### config.mk
export PLATFORM = sky130hd
export DESIGN_NAME = muldiv_unit
export DESIGN_NICKNAME = d
export VERILOG_FILES = /design/src/rtl/muldiv_unit.sv
export SDC_FILE = /design/constraint.sdc
export NUM_CORES = 1
export LEC_CHECK = 0
export CAP_MARGIN = 20
export CELL_PAD_IN_SITES_DETAIL_PLACEMENT = 0
export CELL_PAD_IN_SITES_GLOBAL_PLACEMENT = 2
export CORE_MARGIN = 2
export CORE_UTILIZATION = 31
export CTS_CLUSTER_SIZE = 12
export DETAILED_ROUTE_END_ITERATION = 6
export GPL_TIMING_DRIVEN = 1
export HOLD_SLACK_MARGIN = 0.05
export PLACE_DENSITY_LB_ADDON = 0.05
export RECOVER_POWER = 100
export SLEW_MARGIN = 15
export SYNTH_ARGS = -nofsm -noshare
export SYNTH_HDL_FRONTEND = slang
export SYNTH_SLANG_ARGS = --single-unit
### constraint.sdc
create_clock -name clk -period 3.21 [get_ports clk]
set_input_delay 0.642 -clock clk [delete_from_list [all_inputs] [get_ports clk]]
set_output_delay 0.642 -clock clk [all_outputs]
set_load 0.03 [all_outputs]
### src/rtl/muldiv_unit.sv
// muldiv_unit: iterative MIPS HI/LO multiply/divide unit with MTHI/MTLO writes
module muldiv_unit (
  input  logic        clk,
  input  logic        rst,
  input  logic        start,
  input  logic [2:0]  op,
  input  logic [31:0] rs_data,
  input  logic [31:0] rt_data,
  output logic        busy,
  output logic        done,
  output logic [31:0] hi,
  output logic [31:0] lo
);
  typedef enum logic [1:0] {IDLE, CALC, FIX} state_t;
  state_t state;
  logic [63:0] acc, prod;
  logic [31:0] ma, mb, a_raw, rem_n, quo, rem;
  logic [32:0] sum, rem_sh;
  logic [4:0] cnt;
  logic is_div, div_zero, neg_q, neg_r, sgn, sa, sb, ge;
  always_comb begin
    sgn = op == 3'd0 || op == 3'd2;
    sa = sgn & rs_data[31];
    sb = sgn & rt_data[31];
    sum = {1'b0, acc[63:32]} + (mb[0] ? {1'b0, ma} : 33'd0);
    rem_sh = {acc[63:32], ma[31]};
    ge = rem_sh >= {1'b0, mb};
    rem_n = ge ? rem_sh[31:0] - mb : rem_sh[31:0];
    prod = neg_q ? -acc : acc;
    quo = neg_q ? -acc[31:0] : acc[31:0];
    rem = neg_r ? -acc[63:32] : acc[63:32];
  end
  always_ff @(posedge clk) begin
    if (rst) begin
      state <= IDLE;
      busy <= 1'b0;
      done <= 1'b0;
      hi <= '0;
      lo <= '0;
      acc <= '0;
      ma <= '0;
      mb <= '0;
      a_raw <= '0;
      cnt <= '0;
      is_div <= 1'b0;
      div_zero <= 1'b0;
      neg_q <= 1'b0;
      neg_r <= 1'b0;
    end else begin
      done <= 1'b0;
      case (state)
        IDLE: if (start) begin
          if (op < 3'd4) begin
            ma <= sa ? -rs_data : rs_data;
            mb <= sb ? -rt_data : rt_data;
            a_raw <= rs_data;
            is_div <= op[1];
            div_zero <= rt_data == 32'd0;
            neg_q <= sa ^ sb;
            neg_r <= sa;
            acc <= '0;
            cnt <= '0;
            state <= CALC;
            busy <= 1'b1;
          end else if (op == 3'd4) hi <= rs_data;
          else if (op == 3'd5) lo <= rs_data;
        end
        CALC: begin
          if (is_div) begin
            acc <= {rem_n, acc[30:0], ge};
            ma <= {ma[30:0], 1'b0};
          end else begin
            acc <= {sum, acc[31:1]};
            mb <= {1'b0, mb[31:1]};
          end
          cnt <= cnt + 5'd1;
          if (cnt == 5'd31) state <= FIX;
        end
        FIX: begin
          state <= IDLE;
          busy <= 1'b0;
          done <= 1'b1;
          hi <= is_div ? (div_zero ? a_raw : rem) : prod[63:32];
          lo <= is_div ? (div_zero ? 32'hFFFF_FFFF : quo) : prod[31:0];
        end
        default: begin
          state <= IDLE;
          busy <= 1'b0;
        end
      endcase
    end
  end
endmodule

-- Word-level counts from Yosys, hierarchy flattened
Cells that the tools add are included.
- add/sub/neg operators: 8
- magnitude comparators: 2
- eq/ne operators: 15
- muxes and demuxes: 43
- bitwise operators: 4
- reductions and logical operators: 14
- operators by type and width (kind ; number):
    32-bit two-way mux ; 23
    64-bit two-way mux ; 4
    32-bit one-hot mux with 2 select lines ; 4
    32-bit negation ; 4
    64-bit one-hot mux with 2 select lines ; 1
    64-bit negation ; 1
    32-bit by 32-bit adder with 33-bit output ; 1
    33-bit by 32-bit greater-or-equal comparator with 1-bit output ; 1
    32-bit logical NOT ; 1
    32-bit subtractor ; 1
    2-bit != test (second input constant) ; 9
    3-bit AND reduction ; 4
    4-bit AND reduction ; 3
    5-bit two-way mux ; 2
    5-bit one-hot mux with 2 select lines ; 1
    3-bit equality test (second input constant) ; 2
    2-bit two-way mux ; 3
    5-bit by 1-bit adder with 5-bit output (second input constant) ; 1
    5-bit equality test (second input constant) ; 1
    5-bit AND reduction ; 1
    2-bit one-hot mux with 2 select lines ; 1
    2-bit nonzero test ; 2
    3-bit by 2-bit equality test with 1-bit output (second input constant) ; 1
    3-bit logical NOT ; 1
    10 further kinds ; 13
- register bits: 237
- bits of input ports: 70
- output and inout port bits: 66
- logic and storage cells: 100

-- Depth between registers and ports, before layout
Gate-level depths: netlist of the first run.
- depth in word-level cells: 7
- gate-level depth with buffers: 15
- depth with buffers taken out: 14

-- Worst setup path before layout of the first run
No wires, ideal clock.
- kind: reg2reg
- start: reg mb[0]
- end: reg acc[57]
- library setup time: 0.116 ns
- arrival time: 3.118 ns
- data required time: 3.094 ns
- slack: -0.025 ns
- stages on the path, launching flop included: 14
- path buffers: 1
- period minus slack after synthesis: 3.235 ns
- cells stage by stage: dfxtp_1 -> clkbuf_1 -> and2_1 -> ha_1 -> nor2b_1 -> o31ai_1 -> a31o_2 -> a21oi_1 -> o21ai_0 -> o31ai_1 -> a22o_1 -> o21a_1 -> or3_1 -> a31o_2
- cells in the longest elaborated chain, start to end: 4
- elaborated cells between the ends (all ways): 7
- those cells by class: 2 x add/sub; 1 x order compare; 4 x mux
- RTL lines (item ; RTL line ; text):
    from (decl) ; 17 ; logic [31:0] ma, mb, a_raw, rem_n, quo, rem;
    from (signal assigned) ; 55 ; mb <= sb ? -rt_data : rt_data;
    from (signal assigned) ; 74 ; mb <= {1'b0, mb[31:1]};
    32-bit two-way mux, or another cell as far along ; 25 ; sum = {1'b0, acc[63:32]} + (mb[0] ? {1'b0, ma} : 33'd0);
    32-bit by 32-bit adder with 33-bit output / 32-bit two-way mux (equally long branches) ; 25, 28 ;
    64-bit two-way mux * ; 69 ; if (is_div) begin
    64-bit one-hot mux with 2 select lines * ; 51 ; case (state)
    to (signal assigned) ; 70 ; acc <= {rem_n, acc[30:0], ge};
    to (signal assigned) ; 73 ; acc <= {sum, acc[31:1]};
    to (decl) ; 16 ; logic [63:0] acc, prod;
Every way passes the cells marked *; elsewhere a longest branch is shown, timed or not.
A chain may end at the register's enable or synchronous reset.

-- Worst setup path in the final report of the first run
- start: reg acc[3]
- end: reg hi[7]
- cells in the longest elaborated chain, start to end: 4
- RTL lines (item ; RTL line ; text):
    64-bit negation ; 29 ; prod = neg_q ? -acc : acc;
    64-bit two-way mux ; 29 ;
    32-bit two-way mux ; 83 ; hi <= is_div ? (div_zero ? a_raw : rem) : prod[63:32];
    32-bit one-hot mux with 2 select lines ; 51 ;
    to (signal assigned) ; 65 ; end else if (op == 3'd4) hi <= rs_data;
    to (signal assigned) ; 83 ;
    to (decl) ; 11 ; output logic [31:0] hi,
No other way between the ends.

==> metrics.cfg, run 1 <==
[global_routing]
gr-usage-met2_pct=41.39
grt-ovfl-total=0
grtUsageMet3_pct=2.619
globalRouteMet1Util_pct=38.06
pin_count_of_the_biggest_net_entering_global_routing=101
busiest_layer=met2
grt_antenna_before_repair=2
gr-usage-all-layers_pct=26.21
grt_pass1_wl_um=115200
grt_pass1_vias=18320

[sta]
total_setup_violations_reported_at_the_end_of_the_flow=4
maxSlewViolCount=62
final_hold_viol_count=0
clock_skew_ps=29.86
unrepaired_setup_endpoints_after_global_routing=true
min_period_ps=3233
setup_slack_ps=-22.70
whs_ps=449.5
max-slew-margin-rel_pct=-0.4035
timing.fmax_mhz=309.3
finalCritPeriodShare_pct=100.7
tightest_slew_ps=1506
fin_tns_setup_ps=-49.68

[setup_path]
cp.arrival_ps=3640
timing.critical_path.to_type=flip-flop
required_worst_endpoint_ps=3610
crit-reg2reg-launch=acc[3]$_SDFFE_PP0P_
critical_path.startpoint_type=flip-flop
worstPathMaxFanout=4
critical_path.startpoint=acc[3]$_SDFFE_PP0P_
crit_type=flip-flop to flip-flop

[floorplan]
initial_core_util_pct=31.50
design.portCount=136
die_height_um=241.1
core_mm2=0.05531
die-area_mm2=0.05812
chipWidth_um=241.1
standard_cell_row_count=86

[finish]
layout.cells.most_common=sky130_fd_sc_hd__buf_4
diodes=0
n_fill_cell=5808
final-instance-count-excl-fill=3448
final_cell_area_mm2=0.02344
flow.area_growth_from_synthesis_pct=34.50
most-common-layout-cells=304 x sky130_fd_sc_hd__buf_4, 297 x sky130_fd_sc_hd__nand2_1, 243 x sky130_fd_sc_hd__a21oi_1
num-nets-final=2820
fin_util_pct=42.37
post_route_cells_drive_above_1_share_pct=19.33

[yosys]
simple_logic_cell_fraction_of_the_synthesized_area_pct=19.76
number_of_enable_type_register_cells_in_the_synthesized_netlist=0
yosys_warnings=0
synth-compound-area-share_pct=28.89
net_count_after_synthesis=2508
ys_seq_elements=237
synth_top_family_by_area=compound AO/OA/AOI/OAI gates
postSynthAreaPerCell_um2=7.368
synth_cell_type_count=76
post_synth_xor_area_fraction_pct=9.601
muxShareOfSynthArea_pct=3.361
synth_seq_area_share_pct=27.23
synthCells=2365
synth.cell_area_mm2=0.01742
synth_flop_cell=sky130_fd_sc_hd__dfxtp_1
post_synth_fa_ha_maj_area_fraction_pct=5.328
asyncSetResetFlopFracSynth_pct=0

[routing]
drt_via_density=5.541
detail_route.iter0.violations=1361
drt-total-wl_um=77490
first_pass_iters=7
route.detailed.wl_per_inst_um=22.47
antenna_left=0
dr_total_vias=19107
drc=0

[pwr]
power_leakage_nw=9.567
power_per_cell_area_mw_per_mm2=418.7
total_power_mw=9.813
ir_drop_worst_vdd_uv=304.9

[cts]
clk_pin_slew_worst_paths_ps=50
post_cts_hold_buffer_count=0
cts.htree.levels=2
cts_buffers=35
clock_latency_ps=560
tritoncts=done
cts.sink_count=237
clock_path_buffers=3
cts.root.buffer_cell=sky130_fd_sc_hd__clkbuf_16

[placement]
placedInstanceArea_mm2=0.02155
place_inst=3371
pre_cts_slack_ps=-498.0
globalplace.congestion=0.9454
buffer_ports.inserted=135
hpwl_um=58160

[hold_path]
worst_hold_startpoint=lo[0]$_SDFFE_PP0P_
worst_hold_path_type=flip-flop to flip-flop

[run_status]
outcome=complete, but fails checks
violated_checks=max-capacitance violations, max-slew violations, negative setup slack

[run]
max_cap_viol_count=2

## routing by layer
metal  vias up  wire length (um)  part of all wire, %
met2       529             34630                   45
met5         -                 0                    0
met4         0              1671                  2.2
li1       9150                 -                    -
met3        83              3665                  4.7
met1      9345             37530                   48
## Yosys cell counts (all sizes together), types with 44 or more instances
cell type / number / share of area (%)
xnor2: 117 / 5.9
ha: 71 / 5.1
nand2: 298 / 6.4
dfxtp: 237 / 27
a21oi: 256 / 7.4
clkbuf: 179 / 3.9
xor2: 74 / 3.7
a31oi: 44 / 1.6
o221ai: 91 / 4.6
nor2: 234 / 5.0
o21ai: 139 / 4.0
inv: 61 / 1.3
a21o: 53 / 2.3
mux2i: 54 / 3.1
## worst max-delay path, stage by stage (launching register included)
cell	delay, ps
sky130_fd_sc_hd__dfxtp_1	310
sky130_fd_sc_hd__or4_4	540
sky130_fd_sc_hd__or3_4	430
sky130_fd_sc_hd__or4_4	570
sky130_fd_sc_hd__or2_4	300
sky130_fd_sc_hd__buf_6	140
sky130_fd_sc_hd__o21ai_2	130
sky130_fd_sc_hd__xor2_1	180
sky130_fd_sc_hd__nor3_2	60
sky130_fd_sc_hd__a221oi_2	300
sky130_fd_sc_hd__a211oi_1	120
## layout make-up
type | count | area (um^2) | area share (%)
inverters | 62 | 232.7 | 0.9930
flip-flops and latches | 237 | 4752 | 20.28
multi-input cells | 1864 | 12310 | 52.51
well taps | 748 | 935.9 | 3.993
clock buffers | 51 | 1059 | 4.517
repair buffers | 477 | 4088 | 17.44
clock inverters | 9 | 63.81 | 0.2723
## timing repair
item                                    4_1_cts  5_1_grt
endpoints found under the setup margin       46       59
setup buffers                                10        7
gates cloned                                  2        0
gates resized for setup                      62       93
pin swaps                                    36       62
## state kept, by name, indices dropped and copies added, names as in the netlist
register  flops
div_zero      1
cnt           5
done          1
a_raw        32
state         2
neg_r         1
busy          1
lo           32
acc          64
neg_q         1
ma           32
mb           32
hi           32
is_div        1
## report_power, final
part           leakage, nW  internal (mW)  switching [mW]  total (mW)
clock network        0.560           2.29            1.56        3.85
registers             1.93           3.07          0.0992        3.17
logic                 7.08           1.16            1.63        2.79
## cell families after synthesis
group           count (synthesis)
fa+ha+maj                      73
compound gates                774
xor+xnor                      191
flops                         237
buf+inv                       264
mux                            58
simple gates                  768
## path summary, 6_finish.rpt
kind	slack (ps)	end	cells past startpoint
worst max register to register	-20	hi[7]$_SDFFE_PP0P_	10
worst min-delay path	450	lo[0]$_SDFFE_PP0P_	2
worst max-delay path	-20	hi[7]$_SDFFE_PP0P_	10
worst min register to register	450	lo[0]$_SDFFE_PP0P_	2
(Power assumes the default switching activity.)
==> inputs of run 2 (changes only) <==
CELL_PAD_IN_SITES_GLOBAL_PLACEMENT = 1   (was 2)
CORE_UTILIZATION = 40   (was 31)
==> metrics.cfg, run 2 (synthesis results as in run 1) <==
[run_status]
outcome=complete, but fails checks  ; unchanged
violated_checks=max-capacitance violations, max-slew violations  ; was max-capacitance violations, max-slew violations, negative setup slack

[finish]
post_route_cells_drive_above_1_share_pct=17.42  ; was 19.33%
num-nets-final=2774  ; was 2820
layout.cells.most_common=sky130_fd_sc_hd__nand2_1  ; was sky130_fd_sc_hd__buf_4
diodes=0  ; unchanged
fin_util_pct=52.45  ; was 42.37%
largest_register_ff_count=64  ; unchanged
most-common-layout-cells=298 x sky130_fd_sc_hd__nand2_1, 276 x sky130_fd_sc_hd__buf_4, 249 x sky130_fd_sc_hd__a21oi_1  ; was 304 x sky130_fd_sc_hd__buf_4, 297 x sky130_fd_sc_hd__nand2_1, 243 x sky130_fd_sc_hd__a21oi_1
register_ranked_first_by_flip_flop_count=acc  ; unchanged
flow.area_growth_from_synthesis_pct=29.66  ; was 34.50%

[setup_path]
required_worst_endpoint_ps=3650  ; was 3610 ps
worst_path_max_delay_cell=sky130_fd_sc_hd__or4_1  ; was sky130_fd_sc_hd__or4_4
crit_type=flip-flop to flip-flop  ; unchanged
regToRegSetupSlack_ps=40  ; was -20 ps
worstPathMaxFanout=12  ; was 4
reg2regPathDepth=9  ; was 10
cp_slowest_stage_delay_ps=580  ; was 570 ps
regToRegEndpoint=hi[12]$_SDFFE_PP0P_  ; was hi[7]$_SDFFE_PP0P_
timing.critical_path.to_type=flip-flop  ; unchanged
crit-reg2reg-launch=acc[3]$_SDFFE_PP0P_  ; unchanged
critical_path.cell_chain=or4_1 -> or3_1 -> or4_4 -> or2_4 -> buf_6 -> nor3_1 -> nor3_1 -> a221oi_1 -> nor3_1  ; was or4_4 -> or3_4 -> or4_4 -> or2_4 -> buf_6 -> o21ai_2 -> xor2_1 -> nor3_2 -> a221oi_2 -> a211oi_1
cpMostUsedCell=sky130_fd_sc_hd__nor3_1  ; was sky130_fd_sc_hd__or4_4
cp.arrival_ps=3620  ; was 3640 ps
critical_path.startpoint_type=flip-flop  ; unchanged

[cts]
cts.htree.levels=1  ; was 2
tritoncts=done  ; unchanged
cts.root.buffer_cell=sky130_fd_sc_hd__clkbuf_16  ; unchanged
cts_buffers=29  ; was 35
clock_latency_ps=590  ; was 560 ps
cts.sink_count=237  ; unchanged
clock_path_buffers=3  ; unchanged
clk_pin_slew_worst_paths_ps=60  ; was 50 ps

[sta]
total_setup_violations_reported_at_the_end_of_the_flow=0  ; was 4
min_period_ps=3175  ; was 3233 ps
final_hold_viol_count=0  ; unchanged
clock_skew_ps=17.60  ; was 29.86 ps
maxSlewViolCount=69  ; was 62
whs_ps=452.4  ; was 449.5 ps
max-slew-margin-rel_pct=-6.954  ; was -0.4035%
unrepaired_setup_endpoints_after_global_routing=true  ; unchanged
tightest_slew_ps=1604  ; was 1506 ps
timing.fmax_mhz=315.0  ; was 309.3 MHz
finalCritPeriodShare_pct=98.90  ; was 100.7%

[global_routing]
grt_pass1_wl_um=104700  ; was 115200 um
grt_pass1_vias=17839  ; was 18320
grt-ovfl-total=0  ; unchanged
grt_antenna_before_repair=1  ; was 2
pin_count_of_the_biggest_net_entering_global_routing=108  ; was 101
gr-usage-all-layers_pct=30.06  ; was 26.21%

[pwr]
power_per_cell_area_mw_per_mm2=414.1  ; was 418.7 mW/mm^2
power_leakage_nw=9.246  ; was 9.567 nW
total_power_mw=9.356  ; was 9.813 mW
ir_drop_worst_vdd_uv=477.0  ; was 304.9 uV

[routing]
detail_route.iter0.violations=1585  ; was 1361
dr_total_vias=18856  ; was 19107
first_pass_iters=7  ; unchanged
antenna_left=0  ; unchanged
wl_met1_um=31510  ; was 37530 um
top_layer_used=met4  ; unchanged
drc=0  ; unchanged
route.detailed.wl_per_inst_um=21.53  ; was 22.47 um
dr_wl_met3_um=5131  ; was 3665 um
drt-total-wl_um=69680  ; was 77490 um
drt_via_density=5.825  ; was 5.541
wl_met2_um=30450  ; was 34630 um

[floorplan]
design.portCount=136  ; unchanged
standard_cell_row_count=76  ; was 86
chipWidth_um=212.7  ; was 241.1 um
die-area_mm2=0.04525  ; was 0.05812 mm^2
die_height_um=212.7  ; was 241.1 um
core_mm2=0.04308  ; was 0.05531 mm^2
initial_core_util_pct=40.45  ; was 31.50%

[hold_path]
worst_hold_path_type=flip-flop to flip-flop  ; unchanged
hold_path_end=lo[0]$_SDFFE_PP0P_  ; unchanged
worst_hold_path.num_cells=2  ; unchanged
worst_hold_startpoint=lo[0]$_SDFFE_PP0P_  ; unchanged

[placement]
buffer_ports.inserted=135  ; unchanged
globalplace.congestion=0.9644  ; was 0.9454
hpwl_um=52640  ; was 58160 um

[run]
max_cap_viol_count=1  ; was 2

[run 2: worst max-delay path, delay by kind of cell, from the launching register on]
kind	cells	cell delay, ps
flops	1	310
compound gates	1	360
buf+inv	1	170
simple gates	7	2200
[run 2: layout make-up]
cell class	count	area, um^2
clock buffer	44	862.1
clock inverter	8	132.6
fill	4288	20480
inverter	62	236.5
multi-input combinational	1864	12190
sequential	237	4755
tap	585	732.0
timing repair buffer	437	3684
[run 2: worst max path at each step]
| stage | start | to | slack, ps | cells after the start |
|---|---|---|---|---|
| floorplan | acc[12]$_SDFFE_PP0P_ | hi[28]$_SDFFE_PP0P_ | 8 | 12 |
| detailed placement | rs_data[3] | ma[27]$_SDFFE_PP0P_ | -460 | 10 |
| CTS | acc[3]$_SDFFE_PP0P_ | hi[31]$_SDFFE_PP0P_ | -30 | 10 |
| global route | acc[12]$_SDFFE_PP0P_ | hi[31]$_SDFFE_PP0P_ | -60 | 10 |
| finish | acc[3]$_SDFFE_PP0P_ | hi[12]$_SDFFE_PP0P_ | 40 | 9 |
| global placement | rs_data[3] | ma[27]$_SDFFE_PP0P_ | -450 | 10 |
[run 2: per-layer routing]
metal / global-route usage [%] / up-vias
li1: - / 9051
met1: 42.50 / 8981
met2: 46.18 / 695
met3: 4.589 / 129
met4: 10.97 / 0
met5: 0 / -
[run 2: what timing repair did]
action | in CTS | in global routing
cloned | 0 | 0
endpoints found under the setup margin | 39 | 57
gates resized for setup | 40 | 89
hold buffers | 0 | 0
pin swaps | 19 | 57
buffers inserted | 2 | 9
[run 2: report_power, final]
part / internal, mW / switching, mW / leakage (nW)
combinational: 1.10 / 1.56 / 6.83
clock: 2.09 / 1.42 / 0.487
sequential: 3.07 / 0.111 / 1.93
[run 2: per-stage QoR]
step                setup TNS [ps]  worst slack [ps]  instances  cell area (um^2)
global placement             -6067            -451.8       3176             21070
global route                -808.1            -62.62       3237             22590
finish                           0             35.16       3237             22590
floorplan                        0             7.794       2365             17430
detailed placement           -7336            -462.8       3176             21070
CTS                         -84.50            -32.90       3229             22260
